--- src/rtl/cpu_pkg.sv ---
// Shared CPU definitions: fetch address width, sequencer states and jump-class ALU codes.
package cpu_pkg;

  localparam int unsigned ADDR_W = 16;
  localparam int unsigned CNT_W  = 16;
  localparam int unsigned FCNT_W = 3;

  typedef enum logic [1:0] {
    IDLE  = 2'd0,
    FETCH = 2'd1,
    FLUSH = 2'd2
  } state_e;

  // alu_control codes that the decoder flags as branch_valid
  typedef enum logic [3:0] {
    ALU_JMP = 4'd6,
    ALU_JGT = 4'd7,
    ALU_JLT = 4'd8,
    ALU_JEQ = 4'd9
  } alu_jump_e;

  // Taken branch captured while the current fetch is still waiting on memory
  typedef struct packed {
    logic              valid;
    logic [ADDR_W-1:0] target;
  } pend_br_t;

endpackage

--- src/rtl/branch_pc_unit_if.sv ---
// Instruction-memory fetch handshake between the PC unit and instruction memory.
interface branch_pc_unit_if;

  logic                       imem_req;
  logic [cpu_pkg::ADDR_W-1:0] imem_addr;
  logic                       imem_ready;

  modport master (
    output imem_req,
    output imem_addr,
    input  imem_ready
  );

  modport slave (
    input  imem_req,
    input  imem_addr,
    output imem_ready
  );

endinterface

--- src/rtl/branch_pc_unit.sv ---
// PC and fetch sequencer: sequential fetch, taken-branch redirect with deferred
// application behind an unaccepted request, and a fixed-length wrong-path flush.
module branch_pc_unit
  import cpu_pkg::*;
#(
  parameter logic [ADDR_W-1:0] RESET_PC     = 16'h0000,
  parameter int unsigned       FLUSH_CYCLES = 2
) (
  input  logic              clk,
  input  logic              rst_n,
  input  logic              branch_valid,
  input  logic              rFlag,
  input  logic [ADDR_W-1:0] branch_target,
  input  logic              stall,
  branch_pc_unit_if.master  imem,
  output logic [ADDR_W-1:0] pc,
  output logic              flush,
  output logic              redirect,
  output logic [CNT_W-1:0]  br_count
);

  state_e              state_q, state_d;
  logic [ADDR_W-1:0]   pc_q, pc_d;
  logic                req_q, req_d;
  logic                flush_q, flush_d;
  logic                redirect_q, redirect_d;
  logic [CNT_W-1:0]    br_count_q, br_count_d;
  logic [FCNT_W-1:0]   fcnt_q, fcnt_d;
  pend_br_t            pend_q, pend_d;

  logic                taken_c;
  logic                accept_c;
  logic                load_c;
  logic [ADDR_W-1:0]   load_tgt_c;

  // State register
  always_ff @(posedge clk or negedge rst_n) begin
    if (!rst_n) begin
      state_q    <= IDLE;
      pc_q       <= RESET_PC;
      req_q      <= 1'b0;
      flush_q    <= 1'b0;
      redirect_q <= 1'b0;
      br_count_q <= '0;
      fcnt_q     <= '0;
      pend_q     <= '0;
    end else begin
      state_q    <= state_d;
      pc_q       <= pc_d;
      req_q      <= req_d;
      flush_q    <= flush_d;
      redirect_q <= redirect_d;
      br_count_q <= br_count_d;
      fcnt_q     <= fcnt_d;
      pend_q     <= pend_d;
    end
  end

  // Next-state, PC selection and registered-output preparation
  always_comb begin
    state_d    = state_q;
    pc_d       = pc_q;
    fcnt_d     = fcnt_q;
    pend_d     = pend_q;
    br_count_d = br_count_q;
    redirect_d = 1'b0;
    load_c     = 1'b0;
    load_tgt_c = branch_target;
    taken_c    = branch_valid & rFlag;
    accept_c   = req_q & imem.imem_ready;

    unique case (state_q)
      IDLE: begin
        state_d = FETCH;
      end

      FETCH: begin
        // A fresh taken branch beats any pending one (last wins)
        if (taken_c && accept_c) begin
          load_c     = 1'b1;
          load_tgt_c = branch_target;
        end else if (taken_c) begin
          pend_d.valid  = 1'b1;
          pend_d.target = branch_target;
        end else if (pend_q.valid && accept_c) begin
          load_c     = 1'b1;
          load_tgt_c = pend_q.target;
        end else if (accept_c && !stall) begin
          pc_d = pc_q + ADDR_W'(1);
        end

        if (load_c) begin
          pc_d       = load_tgt_c;
          redirect_d = 1'b1;
          state_d    = FLUSH;
          fcnt_d     = FCNT_W'(FLUSH_CYCLES);
          pend_d     = '0;
          if (br_count_q != '1) begin
            br_count_d = br_count_q + CNT_W'(1);
          end
        end
      end

      FLUSH: begin
        if (fcnt_q <= FCNT_W'(1)) begin
          state_d = FETCH;
          fcnt_d  = '0;
        end else begin
          fcnt_d = fcnt_q - FCNT_W'(1);
        end
      end

      default: begin
        state_d = IDLE;
      end
    endcase

    req_d   = (state_d == FETCH);
    flush_d = (state_d == FLUSH);
  end

  assign imem.imem_req  = req_q;
  assign imem.imem_addr = pc_q;
  assign pc             = pc_q;
  assign flush          = flush_q;
  assign redirect       = redirect_q;
  assign br_count       = br_count_q;

endmodule

--- src/flat_wrapper.sv ---
// flat-port wrapper written by rule: the top's interface ports become plain ports
module branch_pc_unit_flat import cpu_pkg::*;
#(
  parameter logic [ADDR_W-1:0] RESET_PC     = 16'h0000,
  parameter int unsigned       FLUSH_CYCLES = 2
)
  (clk, rst_n, branch_valid, rFlag, branch_target, stall, pc, flush, redirect, br_count, imem_imem_req, imem_imem_addr, imem_imem_ready);
  branch_pc_unit_if imem_i ();
  input  logic clk;
  input  logic rst_n;
  input  logic branch_valid;
  input  logic rFlag;
  input  logic [ADDR_W-1:0] branch_target;
  input  logic stall;
  output logic [ADDR_W-1:0] pc;
  output logic flush;
  output logic redirect;
  output logic [CNT_W-1:0] br_count;
  output wire logic [$bits(imem_i.imem_req)-1:0] imem_imem_req;
  output wire logic [$bits(imem_i.imem_addr)-1:0] imem_imem_addr;
  input wire logic [$bits(imem_i.imem_ready)-1:0] imem_imem_ready;
  assign imem_imem_req = imem_i.imem_req;
  assign imem_imem_addr = imem_i.imem_addr;
  assign imem_i.imem_ready = imem_imem_ready;
  branch_pc_unit #(.RESET_PC(RESET_PC), .FLUSH_CYCLES(FLUSH_CYCLES)) u_core (.clk(clk), .rst_n(rst_n), .branch_valid(branch_valid), .rFlag(rFlag), .branch_target(branch_target), .stall(stall), .imem(imem_i), .pc(pc), .flush(flush), .redirect(redirect), .br_count(br_count));
endmodule
--- config.mk ---
export PLATFORM = sky130hd
export DESIGN_NAME = branch_pc_unit_flat
export DESIGN_NICKNAME = d
export VERILOG_FILES = /design/src/rtl/cpu_pkg.sv /design/src/rtl/branch_pc_unit_if.sv /design/src/rtl/branch_pc_unit.sv /design/src/flat_wrapper.sv
export SDC_FILE = /design/constraint.sdc
export NUM_CORES = 1
export LEC_CHECK = 0
export BUFFER_PORTS_ARGS = -buffer_cell sky130_fd_sc_hd__buf_2
export CORE_ASPECT_RATIO = 0.9
export CORE_MARGIN = 3
export CORE_UTILIZATION = 25
export DETAILED_ROUTE_END_ITERATION = 10
export HOLD_SLACK_MARGIN = 0.15
export PLACE_DENSITY = 0.4
export SETUP_SLACK_MARGIN = 0.05
export SYNTH_ARGS = -nofsm -noshare
export SYNTH_HDL_FRONTEND = slang
export SYNTH_SLANG_ARGS = --single-unit
export TNS_END_PERCENT = 50
--- constraint.sdc ---
create_clock -name clk -period 4.1 [get_ports clk]
set_input_delay 0.41 -clock clk [delete_from_list [all_inputs] [get_ports clk]]
set_output_delay 0.41 -clock clk [all_outputs]
set_load 0.05 [all_outputs]
==> results of run 1 <==
[cells by family (layout without fill, tap and decap cells)]
group / Yosys count / in the layout / synth area share, %
multiplexers: 2 / 2 / 0.685
XOR/XNOR: 13 / 13 / 3.67
AND/OR/NAND/NOR: 150 / 150 / 23.9
AO/OA/AOI/OAI: 84 / 84 / 17.0
adder cells (fa/ha/maj): 4 / 4 / 1.61
flip-flops: 57 / 57 / 45.9
buffers and inverters: 41 / 96 / 7.09
[how the worst max path moves through the flow]
| stage | start | to | slack, ns |
|---|---|---|---|
| 3_3_place_gp | u_core.pend_q[16] | u_core.br_count[15] | 1.43 |
| 3_5_place_dp | u_core.pend_q[16] | u_core.br_count[13] | 1.39 |
| 5_1_grt | u_core.pend_q[16] | u_core.br_count[1] | 1.21 |
| 4_1_cts | u_core.pend_q[16] | u_core.br_count[15] | 1.37 |
| 2_1_floorplan | u_core.imem.imem_req | u_core.br_count[13] | 1.98 |
| 6_report | u_core.pend_q[16] | u_core.br_count[15] | 1.36 |
[per-layer routing]
metal | part of all wire, % | global-route usage, % | vias to the layer above
li1 | - | - | 1343
met1 | 50 | 20.6 | 1347
met2 | 42 | 18.5 | 84
met3 | 5.5 | 3.56 | 13
met4 | 2.0 | 5.17 | 0
met5 | 0 | 0 | -
[Yosys cell counts, types with 2 or more instances]
library cell and n:
o21a_1 2, a21oi_1 26, xnor2_1 4, and3_1 11, dfrtp_1 57, nor3_1 8, buf_1 2, and2_1 2
buf_2 2, o31ai_1 3, clkbuf_1 14, o22ai_1 7, nand3_1 32, o21ai_0 17, inv_1 6, a211oi_1 2
a31oi_1 9, nand2b_1 2, o221ai_1 2, and4_1 2, nor2b_1 2, buf_4 17, nand2_1 55, nand4_1 5
nor3_2 3, xor2_1 9, nor2_1 20, nor3b_1 2, o22a_1 4, o32a_1 3, ha_1 4
[flip-flops by register name (all words and copies together) (netlist names)]
signal                 count
u_core.pend_q             17
u_core.br_count           16
u_core.imem.imem_addr     16
u_core.fcnt_q              3
u_core.state_q             2
u_core.flush               1
u_core.imem.imem_req       1
u_core.redirect            1
[area by class of cell]
cell class / instances / area share [%]
Tap cell: 156 / 5.16
Clock buffer: 14 / 7.24
Sequential cell: 57 / 37.7
Timing Repair Buffer: 74 / 9.91
Clock inverter: 2 / 0.925
Inverter: 6 / 0.595
Multi-Input combinational cell: 253 / 38.5
[metrics by stage]
step / cell area [sq um] / hold slack [ns] / setup WS [ns] / instances
floorplan: 3100 / 0.114 / 1.98 / 351
global placement: 3480 / 0.443 / 1.43 / 546
detailed placement: 3480 / 0.450 / 1.39 / 546
CTS: 3790 / 0.280 / 1.37 / 562
global route: 3790 / 0.320 / 1.21 / 562
finish: 3790 / 0.237 / 1.36 / 562
[power by group]
group          leakage (nW)  switching [mW]  internal (mW)
logic                 0.934            1.14          0.392
clock network         0.153           0.253          0.519
registers             0.722           0.236          0.759
total                  1.81            1.63           1.67
[worst max-delay path: stages (launching register included)]
cell and delay, ns:
dfrtp_1 0.75, a21o_2 0.22, nand3_2 0.47, or4_1 0.84, nor3_2 0.23, xor2_1 0.15
==> flow_metrics.tcl, run 1 <==
set metrics [dict create \
    status "finished clean" \
    fin_skew_ns 0.00807 \
    synth-seq-area-share_pct 45.9 \
    cts-htree-levels 3 \
    reg2regPathDepth 5 \
    cts_tree "done" \
    clock-sinks 57 \
    fill_cells 1277 \
    yosys_warnings 0 \
    crit_path_end_kind "flop" \
    drt-wirelength-per-cell_um 16.2 \
    regArea_sq_um 1430 \
    start_util_pct 26.4 \
    synth_cell_types 48 \
    synth_edf_count 0 \
    io_buffers 72 \
    cp.required_ns 4.35 \
    tns_ns 0 \
    r2r-end "u_core.br_count[15]" \
    clock_latency_ns 0.33 \
    synth-seq-cells 57 \
    layout.nets 427 \
    slew_viol_final 0 \
    post-cts-setup-buffers 0 \
    core_area_sq_um 11800 \
    die_x_um 123 \
    max-slew-margin-rel_pct 47.3 \
    via_per_inst 4.96 \
    p_total_mw 3.30 \
    grt_usage_pct 13.7 \
    hold_viol 0 \
    synth_cells 351 \
    r2r_start "u_core.pend_q[16]" \
    grt_overflow 0 \
    setup_viol 0 \
    timing.final.crit_period_ns 2.74 \
    hpwl_um 6210 \
    timing.fmax_mhz 365 \
    peakVddDrop_mv 0.236 \
    drc 0 \
    yosysTopAreaCellShare_pct 45.9 \
    syn_area_sq_um 3100 \
    arrival_ns 2.99 \
    grt_max_degree 58 \
    io_pins 73 \
    cts.path.max_buffers 2 \
    place.gp.congestion 0.773 \
    crit_path_start_kind "flop" \
    max_cap_viol_count 0 \
    path_clk_slew_ns 0.05 \
    rsz0062_at_grt "no" \
    worst_slew_pin_slew_ns 0.791 \
    dr_total_vias 2787 \
    power_density_nw_per_um2 871 \
    finish.utilization_pct 32.2 \
    die_height_um 112 \
    drt_iter0_drc 258 \
    async_flop_share_pct 100 \
    synth_top_flop_cell "dfrtp_1" \
    post-route-period-util_pct 66.8 \
    postSynthAreaPerCell_sq_um 8.84 \
    grt_pass1_wl_um 14500 \
    layout_common_cells "buf_2 (72), dfrtp_1 (57), nand2_1 (55), nand3_1 (32), a21oi_1 (26)" \
    grt_pass1_vias 2563 \
    post_cts_resized 0 \
    n_antenna_cell 0 \
    p_leak_nw 1.81 \
    first_pass_iters 4 \
    syn2layout_area_growth_pct 22.0 \
    reg2reg_slack_ns 1.36 \
    drt-total-wl_um 9110 \
    antenna_left 0 \
    critPathMaxFanout 25 \
    antenna_found_initial 0 \
    path_class "flop to flop" \
    final_layout_size_suffix_gt1_share_pct 23.9 \
    multi_input_area_sq_um 1460 \
    synth_area_leaders "dfrtp_1 (46%), nand2_1 (6.7%), nand3_1 (5.2%), a21oi_1 (4.2%), buf_4 (4.1%)" \
    hold_buffers 0 \
    hold_path_class "primary input to asynchronous set/reset pin" \
    cts_made_buffers 9 \
    placementRows 37 \
    synth_top_area_cell "dfrtp_1" \
    final_common_cell "buf_2" \
    root_buffer "clkbuf_16" \
    syn-num-nets 377 \
    die_area_sq_um 13800 \
]
(Power assumes the default switching activity.)
==> run 2, diff against run 1 <==
ABC_AREA = 1   (was default)
clock period = 2.8 ns   (was 4.1 ns; I/O delays follow)
==> run 2 against run 1 <==
- sequential share of layout area is 3.9 points lower
- cell area grew 12%
- final cell count up 27%
- synthesized cell count is 31% higher
- die area increased by 12%
- largest power group unchanged
- via count is 12% higher
- clock skew is 0.0032 ns lower
- critical path depth is 1 higher
- first-iteration DRC count shrank 25%
- routed wire length increased by 2.3%
==> flow_metrics.tcl, run 2 <==
set metrics [dict create \
    final_layout_size_suffix_gt1_share_pct 23.4 \
    fin_hold_ws_ns 0.221 \
    fill_cells 1492 \
    timing.fmax_mhz 554 \
    grt_max_degree 38 \
    place.gp.congestion 0.766 \
    timing.final.crit_period_ns 1.81 \
    clock_latency_ns 0.33 \
    crit_path_end_kind "flop" \
    yosysTopAreaCellShare_pct 40.6 \
    power_density_nw_per_um2 1250 \
    io_pins 73 \
    worst_slew_pin_slew_ns 0.742 \
    p_leak_nw 2.12 \
    largest_reg_flops 17 \
    synth-seq-area-share_pct 40.6 \
    max-slew-margin-rel_pct 50.5 \
    synth_edf_count 0 \
    root_buffer "clkbuf_16" \
    first_pass_iters 4 \
    hold_viol 0 \
    hpwl_um 6730 \
    grt_pass1_vias 3060 \
    arrival_ns 1.98 \
    die_x_um 131 \
    yosys_warnings 0 \
    top_register "u_core.pend_q" \
    cts_tree "done" \
    cp.required_ns 2.97 \
    layout.nets 544 \
    fin_area_sq_um 4230 \
    drt_iter0_drc 194 \
    antenna_left 0 \
    multi_input_area_sq_um 1620 \
    core_area_sq_um 13600 \
    critPathMaxFanout 37 \
    dr_total_vias 3126 \
    start_util_pct 25.9 \
    post-cts-setup-buffers 0 \
    via_per_inst 4.40 \
    regArea_sq_um 1430 \
    place_inst 695 \
    slew_viol_final 0 \
    post-place-ws_ns 0.851 \
    synth_top_area_cell "dfrtp_1" \
    setup_viol 0 \
    synth_cell_types 31 \
    placementRows 40 \
    crit_path_start_kind "flop" \
    antenna_found_initial 0 \
    status "finished clean" \
    clock-sinks 57 \
    cts-htree-levels 3 \
    final_common_cell "nand2_1" \
    layout_common_cells "nand2_1 (115), buf_2 (72), inv_1 (58), dfrtp_1 (57), nor2_1 (37)" \
    dpl_cell_area_sq_um 3920 \
    tns_ns 0 \
    yosys-top-cells-count "nand2_1 (115), inv_1 (58), dfrtp_1 (57)" \
    die_height_um 118 \
    n_antenna_cell 0 \
    drt-wirelength-per-cell_um 13.1 \
    synth_area_leaders "dfrtp_1 (41%), nand2_1 (12%), inv_1 (6.2%), nand3_1 (4.6%), buf_4 (4.1%)" \
    async_flop_share_pct 100 \
    path_class "flop to flop" \
    post-route-period-util_pct 64.5 \
    io_buffers 72 \
    setup_ws_ns 0.994 \
    cts.path.max_buffers 2 \
    synth_top_flop_cell "dfrtp_1" \
    syn2layout_area_growth_pct 20.3 \
    cts_made_buffers 9 \
    drc 0 \
    drt-total-wl_um 9320 \
    finish.utilization_pct 31.2 \
    synth-seq-cells 57 \
    syn_area_sq_um 3510 \
    grt_usage_pct 12.9 \
    die_area_sq_um 15500 \
    postSynthAreaPerCell_sq_um 7.64 \
    syn-num-nets 486 \
    peakVddDrop_mv 0.396 \
    rsz0062_at_grt "no" \
    path_clk_slew_ns 0.05 \
    max_cap_viol_count 0 \
    final_cells 711 \
    grt_pass1_wl_um 15600 \
    reg2reg_slack_ns 0.99 \
    fin_skew_ns 0.00492 \
    p_total_mw 5.28 \
    synth_most_common_cell "nand2_1" \
    grt_overflow 0 \
    synth_cells 460 \
    hold_path_class "primary input to flop" \
]
-- run 2: cell types whose count changed in the layout (fill, tap and decap cells not counted), sizes merged, moves of 3 or more --
| cell | change |
|---|---|
| o211ai | +4 |
| o21ai | +21 |
| nor2 | +23 |
| o31ai | -3 |
| inv | +59 |
| a31oi | -9 |
| o32a | -3 |
| o22a | -4 |
| o22ai | +3 |
| and3 | -11 |
| nor3 | -7 |
| nand2 | +66 |
-- run 2: final timing paths --
kind                                 startpoint                 to  cells past startpoint
setup reg to reg           u_core.imem.imem_req  u_core.pend_q[16]                      6
hold / removal                branch_target[12]  u_core.pend_q[12]                      3
max in group asynchronous                 rst_n  u_core.pend_q[11]                      3
hold reg to reg                u_core.pend_q[3]   u_core.pend_q[3]                      2
setup / recovery           u_core.imem.imem_req  u_core.pend_q[16]                      6
min in group asynchronous                 rst_n   u_core.pend_q[4]                      2
-- run 2: critical path, cell delays in order (launching register included) --
cell,delay [ns]
dfrtp_1,0.37
nand2_1,0.12
inv_2,0.08
nand2_4,0.35
a21boi_4,0.09
nand2_1,0.43
o21ai_0,0.18
-- run 2: what timing repair did --
item | in CTS | in global routing
resized for setup | 0 | 0
hold buffers | 1 | 0
hold endpoints to repair | 29 | 0
-- run 2: cell families (layout without fill, tap and decap cells) --
logic type                 after synthesis  count (layout)  share of synthesized area, %
DFF                                     57              57                          40.6
buffers and inverters                   94             156                          13.3
AOI/OAI and AO/OA                       85              85                          15.6
xor gates and xnor gates                13              13                          3.24
adders and majority gates                4               4                          1.42
and+or+nand+nor                        207             207                          25.8
-- run 2: layer usage --
layer / global-route usage [%] / vias to the layer above / wire [um]
met4: 3.73 / 0 / 108
met5: 0 / - / 0
li1: - / 1575 / -
met2: 19.0 / 78 / 4090
met3: 4.29 / 10 / 456
met1: 17.9 / 1463 / 4670
-- run 2: area by class of cell --
type / count / area share (%)
sequential: 57 / 33.8
inverter: 66 / 5.86
multi-input combinational: 309 / 38.3
tap: 189 / 5.60
timing repair buffer: 75 / 9.42
clock inverter: 3 / 0.948
clock buffer: 12 / 6.07
-- run 2: where the power goes --
part           switching [mW]  internal, mW  total (mW)
logic                    2.03         0.686        2.71
registers               0.309          1.15        1.46
clock network           0.378         0.728        1.11
total                    2.72          2.56        5.28
==> run 3, diff against run 2 <==
ABC_AREA = 0   (was 1)
PLACE_DENSITY = 0.42   (was 0.4)
clock period = 1.55 ns   (was 2.8 ns; I/O delays follow)
==> run 3 against run 2 <==
- global-route usage increased by 3.0 points
- utilization increased by 12 points
- power increased by 96%
- the flow now finishes with violations (setup timing)
- maximum frequency increased by 6.1%
- register-to-register slack got worse by 1.1 ns
- combinational power increased by 120%
- sequential power increased by 73%
- die area decreased by 11%
- via count increased by 1.1%
==> flow_metrics.tcl, run 3 (same netlist as run 1, synthesis figures left out) <==
set metrics [dict create \
    grt_use_met2_pct 22.9 \
    layout.nets 527 \
    die_height_um 112 \
    cts_made_buffers 9 \
    cts_tree "done" \
    startpoint "u_core.br_count[0]" \
    post-place-ws_ns -0.138 \
    via_per_inst 4.77 \
    io_pins 73 \
    drc 0 \
    die_area_sq_um 13800 \
    place.gp.congestion 0.806 \
    antenna_found_initial 0 \
    clock_latency_ns 0.33 \
    r2r_start "u_core.br_count[0]" \
    crit_chain "ha_4 > nand3_2 > nor4_2 > or4_4 > nor3_2 > xor2_1" \
    peakVddDrop_mv 0.881 \
    n_antenna_cell 0 \
    hold_viol 0 \
    met1_usage_pct 23.8 \
    p_leak_nw 2.38 \
    die_x_um 123 \
    timing.final.crit_period_ns 1.70 \
    violations "setup timing" \
    timing.fmax_mhz 587 \
    path_class "flop to flop" \
    root_buffer "clkbuf_16" \
    top_usage_layer "met1" \
    use_met3_pct 2.34 \
    clock-sinks 57 \
    p_total_mw 10.4 \
    final_cells 662 \
    placementRows 37 \
    max_stage_delay_ns 0.59 \
    top_register "u_core.pend_q" \
    path_clk_slew_ns 0.05 \
    final_common_cell "buf_2" \
    reg2reg_slack_ns -0.15 \
    start_util_pct 26.4 \
    max-slew-margin-rel_pct 61.3 \
    max_cap_viol_count 0 \
    grt_max_degree 46 \
    r2r-end "u_core.br_count[15]" \
    drt_iter0_drc 224 \
    post-route-period-util_pct 110 \
    tns_ns -0.738 \
    dr_total_vias 3159 \
    finish.utilization_pct 42.9 \
    crit_path_end_kind "flop" \
    reg2regPathDepth 6 \
    hold_path_class "primary input to flop" \
    cts-htree-levels 3 \
    drt-total-wl_um 10400 \
    arrival_ns 1.95 \
    grt_usage_pct 15.9 \
    slowest_stage "or4_4" \
    setup_viol 12 \
    antenna_left 0 \
    worst_slew_pin_slew_ns 0.576 \
    grt_overflow 0 \
    crit_path_end "u_core.br_count[15]" \
    critPathMaxFanout 5 \
    rsz0062_at_grt "yes" \
    place_inst 613 \
    grt_pass1_vias 3069 \
    status "complete, but fails checks" \
    layout_common_cells "buf_2 (72), buf_4 (64), nand2_1 (51), dfrtp_1 (33), nand3_1 (30)" \
    power_density_nw_per_um2 2050 \
    fin_skew_ns 0.00639 \
    drt-wirelength-per-cell_um 15.7 \
    min-delay-start "stall" \
    syn2layout_area_growth_pct 62.6 \
    crit_path_start_kind "flop" \
    largest_reg_flops 17 \
    hpwl_um 7020 \
    grt_pass1_wl_um 17000 \
    fill_cells 1184 \
    cp.required_ns 1.80 \
    slew_viol_final 0 \
    core_area_sq_um 11800 \
    first_pass_iters 4 \
    cts.path.max_buffers 2 \
    setup_ws_ns -0.152 \
    io_buffers 72 \
    final_layout_size_suffix_gt1_share_pct 49.0 \
]
run 3: changes by cell type in the layout (fill, tap and decap cells not counted), sizes merged, moves of 16 or more:
cell / delta
dlygate4sd3: +16
inv: -59
buf: +83
o21ai: -21
nand2: -66
nor2: -23
run 3: per-stage QoR:
step                      cell area, sq um  hold WS [ns]
after floorplan                       3260        -0.141
after global placement                4130        0.0899
after detailed placement              4130        0.0983
after CTS                             4920         0.223
after global routing                  5050         0.258
final                                 5050         0.250
run 3: worst min path at each step:
| stage | end | depth (start not counted) |
|---|---|---|
| floorplan | u_core.br_count[0] | 0 |
| finish | u_core.imem.imem_addr[0] | 4 |
| global placement | u_core.pend_q[9] | 1 |
| CTS | u_core.imem.imem_addr[3] | 5 |
| global route | u_core.imem.imem_addr[0] | 4 |
| detailed placement | u_core.pend_q[9] | 1 |
run 3: timing repair:
item / CTS / global route
gates cloned: 4 / 0
pin swaps: 16 / 15
hold buffers: 17 / 0
buffers inserted: 10 / 4
endpoints found under the hold margin: 74 / 0
resized for setup: 35 / 27
setup endpoints to repair: 30 / 40
run 3: cell type report:
cell class                      instances  area, sq um  area share, %
Clock inverter                          4         45.0          0.893
Multi-Input combinational cell        253         1730           34.3
Tap cell                              156          195           3.87
Inverter                                6         25.0          0.496
Timing Repair Buffer                  174         1360           26.9
Clock buffer                           12          236           4.69
Sequential cell                        57         1460           28.9
run 3: where the power goes:
group	total [mW]	switching [mW]	internal (mW)
Combinational	5.91	3.72	2.19
Clock	1.92	0.688	1.24
Sequential	2.52	0.475	2.05
Total	10.4	4.88	5.47
run 3: per-layer routing:
| layer | up-vias | wire length [um] |
|---|---|---|
| met2 | 80 | 4780 |
| met5 | - | 0 |
| met4 | 0 | 179 |
| li1 | 1548 | - |
| met3 | 12 | 460 |
| met1 | 1519 | 4990 |
run 3: critical path: cells and delay by family, from the launching register on:
family,cells,cell delay [ns]
flops,1,0.42
fa+ha+maj,1,0.17
xor+xnor,1,0.17
simple gates,4,0.87
